## config.mk

```make
export PLATFORM = sky130hd
export DESIGN_NAME = painterengine_gpu_dma_reader_scheduler
export DESIGN_NICKNAME = d
export VERILOG_FILES = /design/src/rtl/painterengine_gpu_dma_pkg.sv /design/src/rtl/painterengine_gpu_rr_arbiter4.sv /design/src/rtl/painterengine_gpu_dma_reader_scheduler.sv
export SDC_FILE = /design/constraint.sdc
export NUM_CORES = 1
export LEC_CHECK = 0
export BUFFER_PORTS_ARGS = -buffer_cell sky130_fd_sc_hd__buf_2
export CAP_MARGIN = 20
export CORE_AREA = 2 2 214 216
export CTS_CLUSTER_SIZE = 30
export DETAILED_ROUTE_END_ITERATION = 16
export DIE_AREA = 0 0 216 218
export PLACE_DENSITY = 0.56
export SYNTH_ARGS = -nofsm -noshare
export SYNTH_HDL_FRONTEND = slang
export SYNTH_HIERARCHICAL = 1
export SYNTH_SLANG_ARGS = --single-unit
```

## constraint.sdc

```tcl
create_clock -name i_wire_clock -period 6.3 [get_ports i_wire_clock]
set_input_delay 0.63 -clock i_wire_clock [delete_from_list [all_inputs] [get_ports i_wire_clock]]
set_output_delay 0.63 -clock i_wire_clock [all_outputs]
set_load 0.03 [all_outputs]
```

## src/rtl/painterengine_gpu_dma_pkg.sv

```systemverilog
// Shared constants for the DMA reader scheduler: FSM encodings
// and the error codes reported by the reader and by the scheduler.
package painterengine_gpu_dma_pkg;

    localparam int NUM_REQ = 4;

    localparam logic [1:0] ST_IDLE   = 2'd0;
    localparam logic [1:0] ST_LAUNCH = 2'd1;
    localparam logic [1:0] ST_RUN    = 2'd2;
    localparam logic [1:0] ST_FINISH = 2'd3;

    localparam logic [2:0] ERR_OK           = 3'd0;
    localparam logic [2:0] ERR_ROUTER       = 3'd1;
    localparam logic [2:0] ERR_ADDRESS      = 3'd2;
    localparam logic [2:0] ERR_ADDR_TIMEOUT = 3'd3;
    localparam logic [2:0] ERR_DATA_TIMEOUT = 3'd4;
    localparam logic [2:0] ERR_PROTOCOL     = 3'd5;
    localparam logic [2:0] ERR_WATCHDOG     = 3'd6;

endpackage

```

## src/rtl/painterengine_gpu_rr_arbiter4.sv

```systemverilog
// Combinational 4-way round-robin picker: first set request
// searching upward from the pointer, wrapping modulo 4.
module painterengine_gpu_rr_arbiter4
    import painterengine_gpu_dma_pkg::*;
(
    input  logic [3:0] req,
    input  logic [1:0] pointer,
    output logic [3:0] grant,
    output logic [1:0] index,
    output logic       valid
);

    logic [1:0] cand;

    // Walk from the farthest offset down so the nearest one wins last.
    always_comb begin
        grant = '0;
        index = '0;
        valid = 1'b0;
        cand  = '0;
        for (int i = NUM_REQ - 1; i >= 0; i--) begin
            cand = pointer + 2'(i);
            if (req[cand]) begin
                grant = 4'b0001 << cand;
                index = cand;
                valid = 1'b1;
            end
        end
    end

endmodule

```

## src/rtl/painterengine_gpu_dma_reader_scheduler.sv

```systemverilog
// Shares one single-shot DMA reader among four requesters: grant,
// hold reader in reset with a stable router, release, await result.
module painterengine_gpu_dma_reader_scheduler
    import painterengine_gpu_dma_pkg::*;
#(
    parameter int RESET_CYCLES   = 2,
    parameter int WATCHDOG_WIDTH = 20
) (
    input  logic         i_wire_clock,
    input  logic         i_wire_resetn,
    input  logic         i_wire_enable,
    input  logic [3:0]   i_wire_req,
    input  logic [127:0] i_wire_req_address,
    input  logic [127:0] i_wire_req_length,
    output logic [3:0]   o_wire_ack,
    output logic [3:0]   o_wire_done,
    output logic [3:0]   o_wire_error,
    output logic [2:0]   o_wire_error_type,
    output logic         o_wire_busy,
    output logic         o_wire_reader_resetn,
    output logic [3:0]   o_wire_reader_router,
    output logic [127:0] o_wire_reader_address,
    output logic [127:0] o_wire_reader_length,
    input  logic         i_wire_reader_done,
    input  logic         i_wire_reader_error,
    input  logic [2:0]   i_wire_reader_error_type
);

    localparam int CW = (RESET_CYCLES > 1) ? $clog2(RESET_CYCLES) : 1;

    logic [1:0]              state;
    logic [1:0]              pointer;
    logic [1:0]              gidx;
    logic [CW-1:0]           counter;
    logic [WATCHDOG_WIDTH:0] watchdog;
    logic [WATCHDOG_WIDTH:0] watchdog_inc;

    logic [3:0]   arb_grant;
    logic [1:0]   arb_index;
    logic         arb_valid;
    logic [127:0] addr_sel;
    logic [127:0] len_sel;

    painterengine_gpu_rr_arbiter4 u_arb (
        .req     (i_wire_req),
        .pointer (pointer),
        .grant   (arb_grant),
        .index   (arb_index),
        .valid   (arb_valid)
    );

    always_comb begin
        addr_sel = '0;
        len_sel  = '0;
        for (int k = 0; k < NUM_REQ; k++) begin
            if (arb_grant[k]) begin
                addr_sel[k*32 +: 32] = i_wire_req_address[k*32 +: 32];
                len_sel[k*32 +: 32]  = i_wire_req_length[k*32 +: 32];
            end
        end
    end

    // Expiry is judged on the incremented count so the error pulse
    // lands exactly 2^WATCHDOG_WIDTH cycles after RUN entry.
    assign watchdog_inc = watchdog + 1'b1;

    always_ff @(posedge i_wire_clock or negedge i_wire_resetn) begin
        if (!i_wire_resetn) begin
            state                 <= ST_IDLE;
            pointer               <= '0;
            gidx                  <= '0;
            counter               <= '0;
            watchdog              <= '0;
            o_wire_ack            <= '0;
            o_wire_done           <= '0;
            o_wire_error          <= '0;
            o_wire_error_type     <= ERR_OK;
            o_wire_busy           <= 1'b0;
            o_wire_reader_resetn  <= 1'b0;
            o_wire_reader_router  <= '0;
            o_wire_reader_address <= '0;
            o_wire_reader_length  <= '0;
        end else begin
            o_wire_ack   <= '0;
            o_wire_done  <= '0;
            o_wire_error <= '0;
            unique case (state)
                ST_IDLE: begin
                    if (i_wire_enable && arb_valid) begin
                        state                 <= ST_LAUNCH;
                        o_wire_busy           <= 1'b1;
                        gidx                  <= arb_index;
                        o_wire_reader_router  <= arb_grant;
                        o_wire_reader_address <= addr_sel;
                        o_wire_reader_length  <= len_sel;
                        o_wire_ack            <= arb_grant;
                        counter               <= CW'(RESET_CYCLES - 1);
                    end
                end
                ST_LAUNCH: begin
                    if (counter == '0) begin
                        o_wire_reader_resetn <= 1'b1;
                        watchdog             <= '0;
                        state                <= ST_RUN;
                    end else begin
                        counter <= counter - 1'b1;
                    end
                end
                ST_RUN: begin
                    watchdog <= watchdog_inc;
                    if (i_wire_reader_error || i_wire_reader_done ||
                        watchdog_inc[WATCHDOG_WIDTH]) begin
                        state                 <= ST_FINISH;
                        o_wire_reader_resetn  <= 1'b0;
                        o_wire_reader_router  <= '0;
                        o_wire_reader_address <= '0;
                        o_wire_reader_length  <= '0;
                        if (i_wire_reader_error) begin
                            o_wire_error_type <= i_wire_reader_error_type;
                            o_wire_error      <= o_wire_reader_router;
                        end else if (i_wire_reader_done) begin
                            o_wire_done <= o_wire_reader_router;
                        end else begin
                            o_wire_error_type <= ERR_WATCHDOG;
                            o_wire_error      <= o_wire_reader_router;
                        end
                    end
                end
                ST_FINISH: begin
                    pointer     <= gidx + 2'd1;
                    state       <= ST_IDLE;
                    o_wire_busy <= 1'b0;
                end
                default: state <= ST_IDLE;
            endcase
        end
    end

endmodule

```

==> flow_summary.json <==
{
  "status": "finished clean",
  "buffer_ports.inserted": 544,
  "worst_r2r_path_depth": 9,
  "placed_cells": 1933,
  "setup_viol": 0,
  "fin_util_pct": 35.8,
  "clock_path_buffers": 3,
  "initial_utilization_pct": 26.0,
  "synth-main-ff-cell": "sky130_fd_sc_hd__dfrtp_1",
  "clock_tree.htree_level_count": 2,
  "place_worst_setup_slack_ns": 2.35,
  "netlist-cell-type-count": 48,
  "synthMuxAreaShare_pct": 1.73,
  "gp_congestion": 0.833,
  "final_antenna_net_count": 0,
  "placement_rows": 78,
  "fin_total_pwr_mw": 9.46,
  "vias_per_cell": 4.67,
  "pwr_density_cell_nw_per_um2": 588,
  "die-area_um2": 47100,
  "path_max_fanout": 38,
  "relSlewSlack_pct": 29.4,
  "core_um2": 44900,
  "syn-cell-area_um2": 11700,
  "post-route-drc-count": 0,
  "finalCritPeriodShare_pct": 62.8,
  "synth_xor_area_share_pct": 1.27,
  "max_clock_freq_ghz": 0.253,
  "die_width_um": 216,
  "cts-buffers-inserted": 35,
  "wl_mm": 37.9,
  "totalNegativeSetupSlack_ns": 0,
  "via_count": 9327,
  "synth_simple_gate_area_share_pct": 5.52,
  "post_dp_hpwl_mm": 26.1,
  "layout-drive-gt1-share_pct": 45.1,
  "top_level_ports": 545,
  "timing_worst_slew_pin_value_ns": 1.06,
  "largest_family_of_logic_cells_by_synthesized_area": "compound AO/OA/AOI/OAI gates",
  "synth_edf_count": 0,
  "rsz0062_at_grt": "no",
  "synth.yosys.seq_area_share_pct": 65.3,
  "worstPathArrival_ns": 4.41,
  "antenna_diode_instance_count": 0,
  "via_count_of_the_first_global_routing_pass": 9362,
  "synth_warnings": 6,
  "number_of_fill_cells_in_the_layout": 4453,
  "cts.clk_slew.worst_paths_ns": 0.06,
  "drt-initial-drc-count": 583,
  "yosys_register_bits": 305,
  "worst-endpoint-required_ns": 6.76,
  "postSynthNetCount": 1130,
  "worst_hold_slack_ns": 0.0833,
  "die_h_um": 218,
  "worst_skew_pair.late_latency_ns": 0.53,
  "finalCriticalPeriod_ns": 3.95,
  "max_cap_viol_count": 0,
  "finalHoldViolations": 0,
  "cts.hold.buffers_added": 0,
  "synth_area_per_cell_um2": 13.8,
  "first_pass_grt_wire_length_mm": 56.5,
  "globalRoute.totalOverflow": 0,
  "ir_worst_vdd_v": 0.000344,
  "cts_repair_resize_count": 0,
  "hp-class": "input port to async pin",
  "tritoncts": "done",
  "grt_use_total_pct": 15.4,
  "area_growth_syn_to_layout_pct": 37.7,
  "final_design_area_no_fill_um2": 16100,
  "critical_path.endpoint_type": "flop",
  "grt_max_degree": 169,
  "antenna_found_initial": 6,
  "final_net_count": 1651,
  "slew_viol_final": 0,
  "worstSetupPathType": "flop to flop",
  "postSynthCellCount": 849,
  "finClkSkew_ns": 0.0103,
  "power.static_leakage_nw": 8.87,
  "numClockSinks": 305,
  "instances_no_fill": 1996,
  "synth-compound-area-share_pct": 21.7,
  "placed_area_um2": 15000,
  "critPathLaunchType": "flop",
  "clk_tree_root_cell": "sky130_fd_sc_hd__clkbuf_16",
  "synth_fa_ha_area_share_pct": 1.39,
  "cts_setup_buffers": 0,
  "synthArstFlopShare_pct": 100,
  "detail_route.first_pass.iterations": 6,
  "detail_route.wl_per_cell_um": 19.0,
  "worst_slack_ns": 2.35
}
-- logic make-up after synthesis --
| group | Yosys count |
|---|---|
| DFF | 305 |
| and+or+nand+nor | 118 |
| buffers and inverters | 80 |
| adders and majority gates | 13 |
| muxes | 15 |
| xor gates and xnor gates | 17 |
| AOI/OAI and AO/OA | 301 |
-- worst max-delay path: stages (launching register included) --
cell	delay [ns]
sky130_fd_sc_hd__dfrtp_1	0.71
sky130_fd_sc_hd__inv_1	0.24
sky130_fd_sc_hd__ha_1	0.53
sky130_fd_sc_hd__mux4_2	0.45
sky130_fd_sc_hd__nor2b_4	0.19
sky130_fd_sc_hd__a22oi_1	0.09
sky130_fd_sc_hd__a31oi_1	0.20
sky130_fd_sc_hd__and3_2	0.72
sky130_fd_sc_hd__buf_4	0.51
sky130_fd_sc_hd__a22o_1	0.21
-- path summary, 6_finish.rpt --
path | start | end | slack [ns]
min in group i_wire_clock | i_wire_req_address[125] | o_wire_reader_address[125] | 0.31
max in group asynchronous | i_wire_resetn | o_wire_done[2] | 4.79
hold reg to reg | o_wire_reader_length[52] | o_wire_reader_length[52] | 0.50
hold / removal | i_wire_resetn | o_wire_reader_length[72] | 0.08
setup reg to reg | pointer[0] | o_wire_reader_length[99] | 2.35
setup / recovery | pointer[0] | o_wire_reader_length[99] | 2.35
-- layout by cell type (no fill, tap or decap), types with 5 or more instances in the layout --
master / n
sky130_fd_sc_hd__o21ai_0: 12
sky130_fd_sc_hd__nand3_1: 9
sky130_fd_sc_hd__nand2_1: 19
sky130_fd_sc_hd__dfrtp_1: 305
sky130_fd_sc_hd__clkinv_2: 5
sky130_fd_sc_hd__a21oi_1: 8
sky130_fd_sc_hd__xor2_1: 13
sky130_fd_sc_hd__inv_1: 12
sky130_fd_sc_hd__clkbuf_8: 13
sky130_fd_sc_hd__and3_1: 8
sky130_fd_sc_hd__mux2_2: 5
sky130_fd_sc_hd__ha_1: 13
sky130_fd_sc_hd__and2_1: 11
sky130_fd_sc_hd__nor2_1: 32
sky130_fd_sc_hd__mux2i_1: 5
sky130_fd_sc_hd__clkbuf_1: 6
sky130_fd_sc_hd__clkbuf_16: 35
sky130_fd_sc_hd__a22o_1: 258
sky130_fd_sc_hd__buf_2: 543
sky130_fd_sc_hd__buf_4: 6
sky130_fd_sc_hd__a21o_1: 5
sky130_fd_sc_hd__nand4_1: 14
-- where the power goes --
group	leakage, nW	switching, mW	internal, mW	total [mW]
Combinational	4.14	2.92	1.32	4.24
Clock	0.570	0.826	1.18	2.01
Sequential	4.16	0.478	2.74	3.21
Total	8.87	4.22	5.24	9.46
-- cell usage after synthesis, types with 3 or more instances --
cell type	n	area share [%]
sky130_fd_sc_hd__mux2_2	5	0.48
sky130_fd_sc_hd__and2_1	11	0.59
sky130_fd_sc_hd__mux2i_1	5	0.43
sky130_fd_sc_hd__nand4_1	14	0.75
sky130_fd_sc_hd__ha_1	13	1.4
sky130_fd_sc_hd__and4_1	4	0.30
sky130_fd_sc_hd__a31oi_1	4	0.21
sky130_fd_sc_hd__a22o_1	258	19
sky130_fd_sc_hd__a22oi_1	4	0.26
sky130_fd_sc_hd__nand3_1	9	0.39
sky130_fd_sc_hd__buf_6	3	0.29
sky130_fd_sc_hd__inv_1	12	0.39
sky130_fd_sc_hd__and3_1	12	0.64
sky130_fd_sc_hd__o21ai_0	12	0.51
sky130_fd_sc_hd__dfrtp_1	305	65
sky130_fd_sc_hd__xnor2_1	4	0.30
sky130_fd_sc_hd__xor2_1	13	0.97
sky130_fd_sc_hd__nor2_1	32	1.0
sky130_fd_sc_hd__a21o_1	5	0.32
sky130_fd_sc_hd__nor3_1	3	0.13
sky130_fd_sc_hd__a21oi_1	8	0.34
sky130_fd_sc_hd__nand2_1	19	0.61
sky130_fd_sc_hd__clkbuf_1	35	1.1
sky130_fd_sc_hd__buf_2	30	1.3
-- layout make-up --
class                           instances  area [µm²]  area share [%]
Clock buffer                           54        1080            6.69
Inverter                               12        45.0           0.280
Sequential cell                       305        7630            47.4
Tap cell                              600         751            4.67
Clock inverter                          9        60.1           0.373
Timing Repair Buffer                  552        2820            17.5
Multi-Input combinational cell        464        3710            23.0
-- sequential cells by signal, indices dropped and copies added, names as in the netlist --
register	flops
counter	1
gidx	2
o_wire_ack	4
o_wire_busy	1
o_wire_done	4
o_wire_error	4
o_wire_error_type	3
o_wire_reader_address	128
o_wire_reader_length	128
o_wire_reader_resetn	1
o_wire_reader_router	4
pointer	2
state	2
watchdog	21
-- layer usage --
layer	track usage [%]	up-vias	routed length [µm]
li1	-	4249	-
met1	19.5	4597	15700
met2	25.1	413	18200
met3	5.20	56	3210
met4	4.29	12	766
met5	0	-	91
No activity file was read; power rests on OpenSTA's default activity.
